$ cat config.mk
export PLATFORM = sky130hd
export DESIGN_NAME = memory_access_unit
export DESIGN_NICKNAME = d
export VERILOG_FILES = /design/src/rtl/memory_access_unit.sv
export SDC_FILE = /design/constraint.sdc
export NUM_CORES = 1
export LEC_CHECK = 0
export ABC_CLOCK_PERIOD_IN_PS = 1750
export CORE_MARGIN = 4
export CORE_UTILIZATION = 39
export DETAILED_ROUTE_END_ITERATION = 8
export PLACE_DENSITY = 0.77
export SYNTH_ARGS = -nofsm -noshare
export SYNTH_HDL_FRONTEND = slang
export SYNTH_SLANG_ARGS = --single-unit
$ cat constraint.sdc
create_clock -name i_aclk -period 1.75 [get_ports i_aclk]
set_input_delay 0.4375 -clock i_aclk [delete_from_list [all_inputs] [get_ports i_aclk]]
set_output_delay 0.4375 -clock i_aclk [all_outputs]
set_load 0.05 [all_outputs]
$ cat src/rtl/memory_access_unit.sv
// Memory-access pipeline stage: registers execute results, runs the
// data-memory request/grant/response handshake with byte-lane steering
// and load extension, and supplies the MA forwarding operand and stall.

package multicore_pkg;
    parameter int DATA_SIZE = 32;

    typedef enum logic [2:0] {
        LDOP_LB  = 3'd0,
        LDOP_LH  = 3'd1,
        LDOP_LW  = 3'd2,
        LDOP_LBU = 3'd3,
        LDOP_LHU = 3'd4
    } t_ldop;

    typedef enum logic [1:0] {
        SOP_SB = 2'd0,
        SOP_SH = 2'd1,
        SOP_SW = 2'd2
    } t_sop;
endpackage

module memory_access_unit #(
    parameter int DATA_SIZE   = multicore_pkg::DATA_SIZE,
    parameter int NUM_REGS    = 32,
    parameter int TIMEOUT_CYC = 255
) (
    input  logic                        i_aclk,
    input  logic                        i_areset_n,
    input  logic                        i_en,
    input  logic                        i_flush,
    input  logic [DATA_SIZE-1:0]        i_exe_calc,
    input  logic [DATA_SIZE-1:0]        i_exe_wdata,
    input  logic [DATA_SIZE-1:0]        i_pcplus4,
    input  logic [$clog2(NUM_REGS)-1:0] i_rdest,
    input  logic                        i_cu_regwrite,
    input  logic                        i_cu_memwrite,
    input  logic                        i_cu_memaccess,
    input  logic [1:0]                  i_cu_memtoreg,
    input  multicore_pkg::t_ldop        i_ldop,
    input  multicore_pkg::t_sop         i_sop,
    output logic [$clog2(NUM_REGS)-1:0] o_rdest,
    output logic                        o_cu_regwrite,
    output logic [1:0]                  o_cu_memtoreg,
    output logic [DATA_SIZE-1:0]        o_exe_calc,
    output logic [DATA_SIZE-1:0]        o_pcplus4,
    output logic [DATA_SIZE-1:0]        o_mem_rdata,
    output logic [DATA_SIZE-1:0]        o_ma_op,
    output logic                        o_stall,
    output logic                        o_misaligned,
    output logic                        o_bus_err,
    output logic                        o_dmem_req,
    output logic                        o_dmem_we,
    output logic [DATA_SIZE-1:0]        o_dmem_addr,
    output logic [DATA_SIZE-1:0]        o_dmem_wdata,
    output logic [3:0]                  o_dmem_be,
    input  logic                        i_dmem_gnt,
    input  logic                        i_dmem_rvalid,
    input  logic [DATA_SIZE-1:0]        i_dmem_rdata
);

    localparam int RW = $clog2(NUM_REGS);
    localparam int TW = $clog2(TIMEOUT_CYC + 1);

    typedef enum logic [1:0] {
        S_IDLE = 2'd0,
        S_REQ  = 2'd1,
        S_WAIT = 2'd2
    } t_state;

    t_state                r_state;
    t_state                w_state_nxt;

    logic [RW-1:0]         r_rdest;
    logic                  r_regwrite;
    logic                  r_memwrite;
    logic [1:0]            r_memtoreg;
    logic [DATA_SIZE-1:0]  r_exe_calc;
    logic [DATA_SIZE-1:0]  r_pcplus4;
    multicore_pkg::t_ldop  r_ldop;
    logic [DATA_SIZE-1:0]  r_mem_rdata;
    logic                  r_misaligned;
    logic                  r_bus_err;
    logic                  r_dmem_req;
    logic                  r_dmem_we;
    logic [DATA_SIZE-1:0]  r_dmem_addr;
    logic [DATA_SIZE-1:0]  r_dmem_wdata;
    logic [3:0]            r_dmem_be;
    logic [TW-1:0]         r_tmo;

    logic                  w_capture;
    logic                  w_regwrite_in;
    logic                  w_memwrite_in;
    logic                  w_memaccess_in;
    logic                  w_half;
    logic                  w_word;
    logic                  w_misalign;
    logic                  w_issue;
    logic                  w_tmo;
    logic                  w_tmo_fire;
    logic                  w_req_done;
    logic                  w_load_done;
    logic [3:0]            w_be;
    logic [DATA_SIZE-1:0]  w_wdata;
    logic [DATA_SIZE-1:0]  w_shifted;
    logic [DATA_SIZE-1:0]  w_ld_ext;

    // A stalled stage holds everything; a flush only turns a fresh capture into a bubble.
    assign w_capture      = i_en & ~o_stall;
    assign w_regwrite_in  = i_cu_regwrite  & ~i_flush;
    assign w_memwrite_in  = i_cu_memwrite  & ~i_flush;
    assign w_memaccess_in = i_cu_memaccess & ~i_flush;

    assign w_half = w_memwrite_in ? (i_sop == multicore_pkg::SOP_SH)
                                  : (i_ldop == multicore_pkg::LDOP_LH || i_ldop == multicore_pkg::LDOP_LHU);
    assign w_word = w_memwrite_in ? (i_sop == multicore_pkg::SOP_SW)
                                  : (i_ldop == multicore_pkg::LDOP_LW);

    assign w_misalign = w_memaccess_in & ((w_half & i_exe_calc[0]) | (w_word & (|i_exe_calc[1:0])));
    assign w_issue    = w_capture & w_memaccess_in & ~w_misalign;

    // The increment taken in this cycle would bring the counter to TIMEOUT_CYC.
    assign w_tmo = (r_tmo == TW'(TIMEOUT_CYC - 1));

    // Store lane steering: replicate the data so the enabled lanes carry it.
    always_comb begin
        w_be    = 4'b1111;
        w_wdata = i_exe_wdata;
        if (w_memwrite_in) begin
            case (i_sop)
                multicore_pkg::SOP_SB: begin
                    w_be    = 4'b0001 << i_exe_calc[1:0];
                    w_wdata = {4{i_exe_wdata[7:0]}};
                end
                multicore_pkg::SOP_SH: begin
                    w_be    = i_exe_calc[1] ? 4'b1100 : 4'b0011;
                    w_wdata = {2{i_exe_wdata[15:0]}};
                end
                default: begin
                    w_be    = 4'b1111;
                    w_wdata = i_exe_wdata;
                end
            endcase
        end
    end

    // Load extraction: bring the addressed lane down to bit 0, then extend.
    always_comb begin
        w_shifted = i_dmem_rdata >> {r_exe_calc[1:0], 3'b000};
        w_ld_ext  = w_shifted;
        case (r_ldop)
            multicore_pkg::LDOP_LB:  w_ld_ext = {{(DATA_SIZE-8){w_shifted[7]}}, w_shifted[7:0]};
            multicore_pkg::LDOP_LH:  w_ld_ext = {{(DATA_SIZE-16){w_shifted[15]}}, w_shifted[15:0]};
            multicore_pkg::LDOP_LBU: w_ld_ext = {{(DATA_SIZE-8){1'b0}}, w_shifted[7:0]};
            multicore_pkg::LDOP_LHU: w_ld_ext = {{(DATA_SIZE-16){1'b0}}, w_shifted[15:0]};
            default:                 w_ld_ext = i_dmem_rdata;
        endcase
    end

    // Bus FSM state register.
    always_ff @(posedge i_aclk or negedge i_areset_n) begin
        if (!i_areset_n) r_state <= S_IDLE;
        else             r_state <= w_state_nxt;
    end

    // Bus FSM next state; a completing handshake wins over a same-cycle timeout.
    always_comb begin
        w_state_nxt = r_state;
        w_tmo_fire  = 1'b0;
        w_req_done  = 1'b0;
        w_load_done = 1'b0;
        case (r_state)
            S_IDLE: begin
                if (w_issue) w_state_nxt = S_REQ;
            end
            S_REQ: begin
                if (i_dmem_gnt) begin
                    w_req_done  = 1'b1;
                    w_state_nxt = r_memwrite ? S_IDLE : S_WAIT;
                end else if (w_tmo) begin
                    w_tmo_fire  = 1'b1;
                    w_state_nxt = S_IDLE;
                end
            end
            S_WAIT: begin
                if (i_dmem_rvalid) begin
                    w_load_done = 1'b1;
                    w_state_nxt = S_IDLE;
                end else if (w_tmo) begin
                    w_tmo_fire  = 1'b1;
                    w_state_nxt = S_IDLE;
                end
            end
            default: w_state_nxt = S_IDLE;
        endcase
    end

    // Pipeline registers for write-back; regwrite is killed by misalignment or bus error.
    always_ff @(posedge i_aclk or negedge i_areset_n) begin
        if (!i_areset_n) begin
            r_rdest    <= '0;
            r_regwrite <= 1'b0;
            r_memwrite <= 1'b0;
            r_memtoreg <= 2'b00;
            r_exe_calc <= '0;
            r_pcplus4  <= '0;
            r_ldop     <= multicore_pkg::LDOP_LB;
        end else if (w_capture) begin
            r_rdest    <= i_rdest;
            r_regwrite <= w_regwrite_in & ~w_misalign;
            r_memwrite <= w_memwrite_in;
            r_memtoreg <= i_cu_memtoreg;
            r_exe_calc <= i_exe_calc;
            r_pcplus4  <= i_pcplus4;
            r_ldop     <= i_ldop;
        end else if (w_tmo_fire) begin
            r_regwrite <= 1'b0;
        end
    end

    // Single-cycle error pulses.
    always_ff @(posedge i_aclk or negedge i_areset_n) begin
        if (!i_areset_n) begin
            r_misaligned <= 1'b0;
            r_bus_err    <= 1'b0;
        end else begin
            r_misaligned <= w_capture & w_misalign;
            r_bus_err    <= w_tmo_fire;
        end
    end

    // Registered bus request, held stable from issue until grant or timeout.
    always_ff @(posedge i_aclk or negedge i_areset_n) begin
        if (!i_areset_n) begin
            r_dmem_req   <= 1'b0;
            r_dmem_we    <= 1'b0;
            r_dmem_addr  <= '0;
            r_dmem_wdata <= '0;
            r_dmem_be    <= 4'b0000;
        end else if (w_issue) begin
            r_dmem_req   <= 1'b1;
            r_dmem_we    <= w_memwrite_in;
            r_dmem_addr  <= {i_exe_calc[DATA_SIZE-1:2], 2'b00};
            r_dmem_wdata <= w_wdata;
            r_dmem_be    <= w_be;
        end else if (w_req_done || w_tmo_fire) begin
            r_dmem_req   <= 1'b0;
            r_dmem_we    <= 1'b0;
            r_dmem_be    <= 4'b0000;
        end
    end

    // Load result register; a bus error leaves a clean zero behind.
    always_ff @(posedge i_aclk or negedge i_areset_n) begin
        if (!i_areset_n)      r_mem_rdata <= '0;
        else if (w_load_done) r_mem_rdata <= w_ld_ext;
        else if (w_tmo_fire)  r_mem_rdata <= '0;
    end

    // Timeout counter runs only while a transaction is outstanding.
    always_ff @(posedge i_aclk or negedge i_areset_n) begin
        if (!i_areset_n)            r_tmo <= '0;
        else if (r_state == S_IDLE) r_tmo <= '0;
        else                        r_tmo <= r_tmo + 1'b1;
    end

    assign o_rdest       = r_rdest;
    assign o_cu_regwrite = r_regwrite;
    assign o_cu_memtoreg = r_memtoreg;
    assign o_exe_calc    = r_exe_calc;
    assign o_pcplus4     = r_pcplus4;
    assign o_mem_rdata   = r_mem_rdata;
    assign o_ma_op       = (r_memtoreg == 2'b10) ? r_pcplus4 : r_exe_calc;
    assign o_stall       = (r_state != S_IDLE);
    assign o_misaligned  = r_misaligned;
    assign o_bus_err     = r_bus_err;
    assign o_dmem_req    = r_dmem_req;
    assign o_dmem_we     = r_dmem_we;
    assign o_dmem_addr   = r_dmem_addr;
    assign o_dmem_wdata  = r_dmem_wdata;
    assign o_dmem_be     = r_dmem_be;

endmodule

==> out/summary.txt <==
most common cell after layout, fill and taps aside - buf_4
Die Wd - 156 um
Post-route DRC - 0
failing checks - setup timing
Tcrit/Tclk final - 1.25
All-Layer GR Usage - 0.245
vias - 8,143
Row Count - 53
initial core utilization - 0.402
number of flops mapped to enable cells by yosys - 0
CP arrival - 1.74 ns
commonest non-fill, non-tap cells in the layout - buf_4, dfrtp_1, clkdlybuf4s50_1, nand2_1, mux2_2
dpl ws - -0.576 ns
Final WS setup - -0.431 ns
drt pass-1 iters - 4
antenna viol nets, final - 0
antenna cells - 0
Worst-Skew Late Latency - 0.43 ns
first-pass GRT wire length - 46,300 um
Relative slew margins - 0.628
Syn Std Cell Area - 8570 um2
flops & latches, synth - 188
CTS tree - built
Final Cell Area - 15,300 um2
# port buffers - 355
Placer Congestion - 0.881
Root Driver - clkbuf_16
Core Area - 21,400 um2
outcome - finished with violations
setup TNS - -23.33 ns
drt total wl - 33,400 um
die area - 24,400 um2
CTS Buffer Depth - 2
Top Ports - 358
DPL Wire Length - 22,400 um
Max-Cap Viols - 0
total CTS buffers - 17
Worst Setup End Kind - output port
final setup fails - 139
initial antenna violation count - 0
CP max FO - 16
number of global-route vias before repair - 8,378
Leakage - 6.99 nW
Crit Path Category - flip-flop to output port
Chip Height - 156 um
post-synth cell types - 53
CTS Sinks - 188
Critical Path RT - 1.31 ns
Async SR Flop Fraction - 1.00
CTS H-tree depth - 4
area delta synth->final - 78.2%
crit path launch type - flip-flop
hold crit path type - flip-flop to flip-flop
min cycle time layout - 2.18 ns
Final Hold Fails - 0
Reg clk slew, reported paths - 0.07 ns
Worst VDD drop - 2.13 mV
leading register cell type out of synthesis - dfrtp_1
Setup Skew - 0.0169 ns
Slew @ Worst Pin - 0.544 ns
net count reported at finish - 1,412
RSZ-0062 raised after global routing - true
hold_ws - 0.494 ns
initial DRC count - 450
Slew Viols, Final - 0
vias per cell - 5.27
Synth Warn # - 0
post-synthesis sequential area ratio - 0.549
share of layout cells above drive strength 1 - 0.513
grt ovf - 0
Pwr Density - 2310 nW/um2
Synth Instances - 804
Post-Place Cell Area - 13,100 um2
Syn Area/Cell - 10.7 um2
largest net degree at the start of global routing - 45
Max Fclk - 0.459 GHz
wire per inst - 21.6 um
==> kinds of logic (layout without fill, tap and decap cells) <==
kind of cell,Yosys count,count (layout),share of synthesized area
other,1,2,0.000437
AO/OA/AOI/OAI,140,142,0.0947
flip-flops,188,188,0.549
XOR/XNOR,6,6,0.00613
adder cells (fa/ha/maj),6,6,0.00876
buffers and inverters,56,519,0.0302
AND/OR/NAND/NOR,271,271,0.134
multiplexers,136,136,0.177
==> state kept, by name, indices dropped and copies added (netlist names), 2 cells and up <==
| name | count |
|---|---|
| r_tmo | 8 |
| o_cu_memtoreg | 2 |
| r_state | 2 |
| o_exe_calc | 32 |
| o_dmem_addr | 30 |
| o_mem_rdata | 32 |
| o_dmem_be | 4 |
| o_dmem_wdata | 32 |
| o_pcplus4 | 32 |
| r_ldop | 3 |
| o_rdest | 5 |
==> synth_stat cells (2+ instances only) <==
cell	count	area [um2]
or3_1	2	12.5
nand2_1	194	728
clkbuf_1	20	75.1
o21ai_1	57	285
nor3b_1	2	15.0
dfrtp_1	188	4700
mux2i_1	28	280
a21oi_1	19	95.1
ha_1	6	75.1
a22oi_1	2	15.0
nand2b_1	3	18.8
a31o_1	2	17.5
and3_1	7	43.8
nor2_1	31	116
o21ai_0	38	190
a2111oi_0	6	52.6
o31ai_1	2	15.0
nand3b_1	6	45.0
buf_4	6	45.0
xnor2_1	2	17.5
xor2_1	4	35.0
mux2_2	105	1180
nor2b_1	10	62.6
buf_2	15	75.1
inv_1	6	22.5
nand3_1	9	45.0
o211ai_1	2	15.0
buf_1	7	26.3
==> timing repair <==
| item | CTS | global route |
|---|---|---|
| resized for setup | 58 | 208 |
| gates cloned | 6 | 15 |
| pin swaps | 15 | 117 |
| hold buffers | 1 | 0 |
| buffers inserted | 21 | 7 |
| setup endpoints to repair | 156 | 136 |
| endpoints found under the hold margin | 36 | 0 |
==> metrics by stage <==
stage,cells,util,power [mW]
global route,1545,0.715,36.6
CTS,1525,0.668,34.0
global placement,1466,0.615,29.4
floorplan,805,-,21.0
finish,1545,0.715,35.2
detailed placement,1466,0.615,29.8
==> final cells by class <==
class,count,area (um2)
multi-input combinational,563,4590
clock buffer,19,443
clock inverter,13,126
fill,1491,6080
sequential,188,4710
timing repair buffer,480,5030
inverter,7,28.8
tap,275,344
==> routing by layer <==
layer  share of wire  vias to the layer above  track usage
li1                -                     3677            -
met1            0.38                     3995        0.293
met2            0.50                      407        0.421
met3           0.085                       64       0.0694
met4           0.032                        0       0.0893
met5               0                        -            0
==> final timing paths <==
check	startpoint	to	slack, ns	cells past startpoint
worst max-delay path	o_cu_memtoreg[0]$_DFFE_PN0P_	o_ma_op[30]	-0.43	4
worst min-delay path	o_dmem_addr[5]$_DFFE_PN0P_	o_dmem_addr[5]$_DFFE_PN0P_	0.49	2
worst max register to register	r_state[1]$_DFFE_PN0P_	o_dmem_be[1]$_DFFE_PN0P_	-0.16	10
worst min register to register	o_dmem_addr[5]$_DFFE_PN0P_	o_dmem_addr[5]$_DFFE_PN0P_	0.49	2
max in group asynchronous	i_areset_n	o_cu_memtoreg[0]$_DFFE_PN0P_	0.67	3
min in group asynchronous	i_areset_n	o_pcplus4[6]$_DFFE_PN0P_	0.50	2
==> power by group <==
group / internal (mW) / leakage (nW) / switching (mW)
clock network: 1.93 / 0.279 / 1.87
logic: 9.12 / 4.40 / 14.0
registers: 6.34 / 2.31 / 1.92
total: 17.4 / 6.99 / 17.8
==> worst max-delay path, stage by stage (launching register included) <==
cell and delay, ns:
dfrtp_2 0.42, nor2b_4 0.17, buf_12 0.20, mux2_4 0.35
buf_12 0.15
Power figures use the tool's default switching activity.
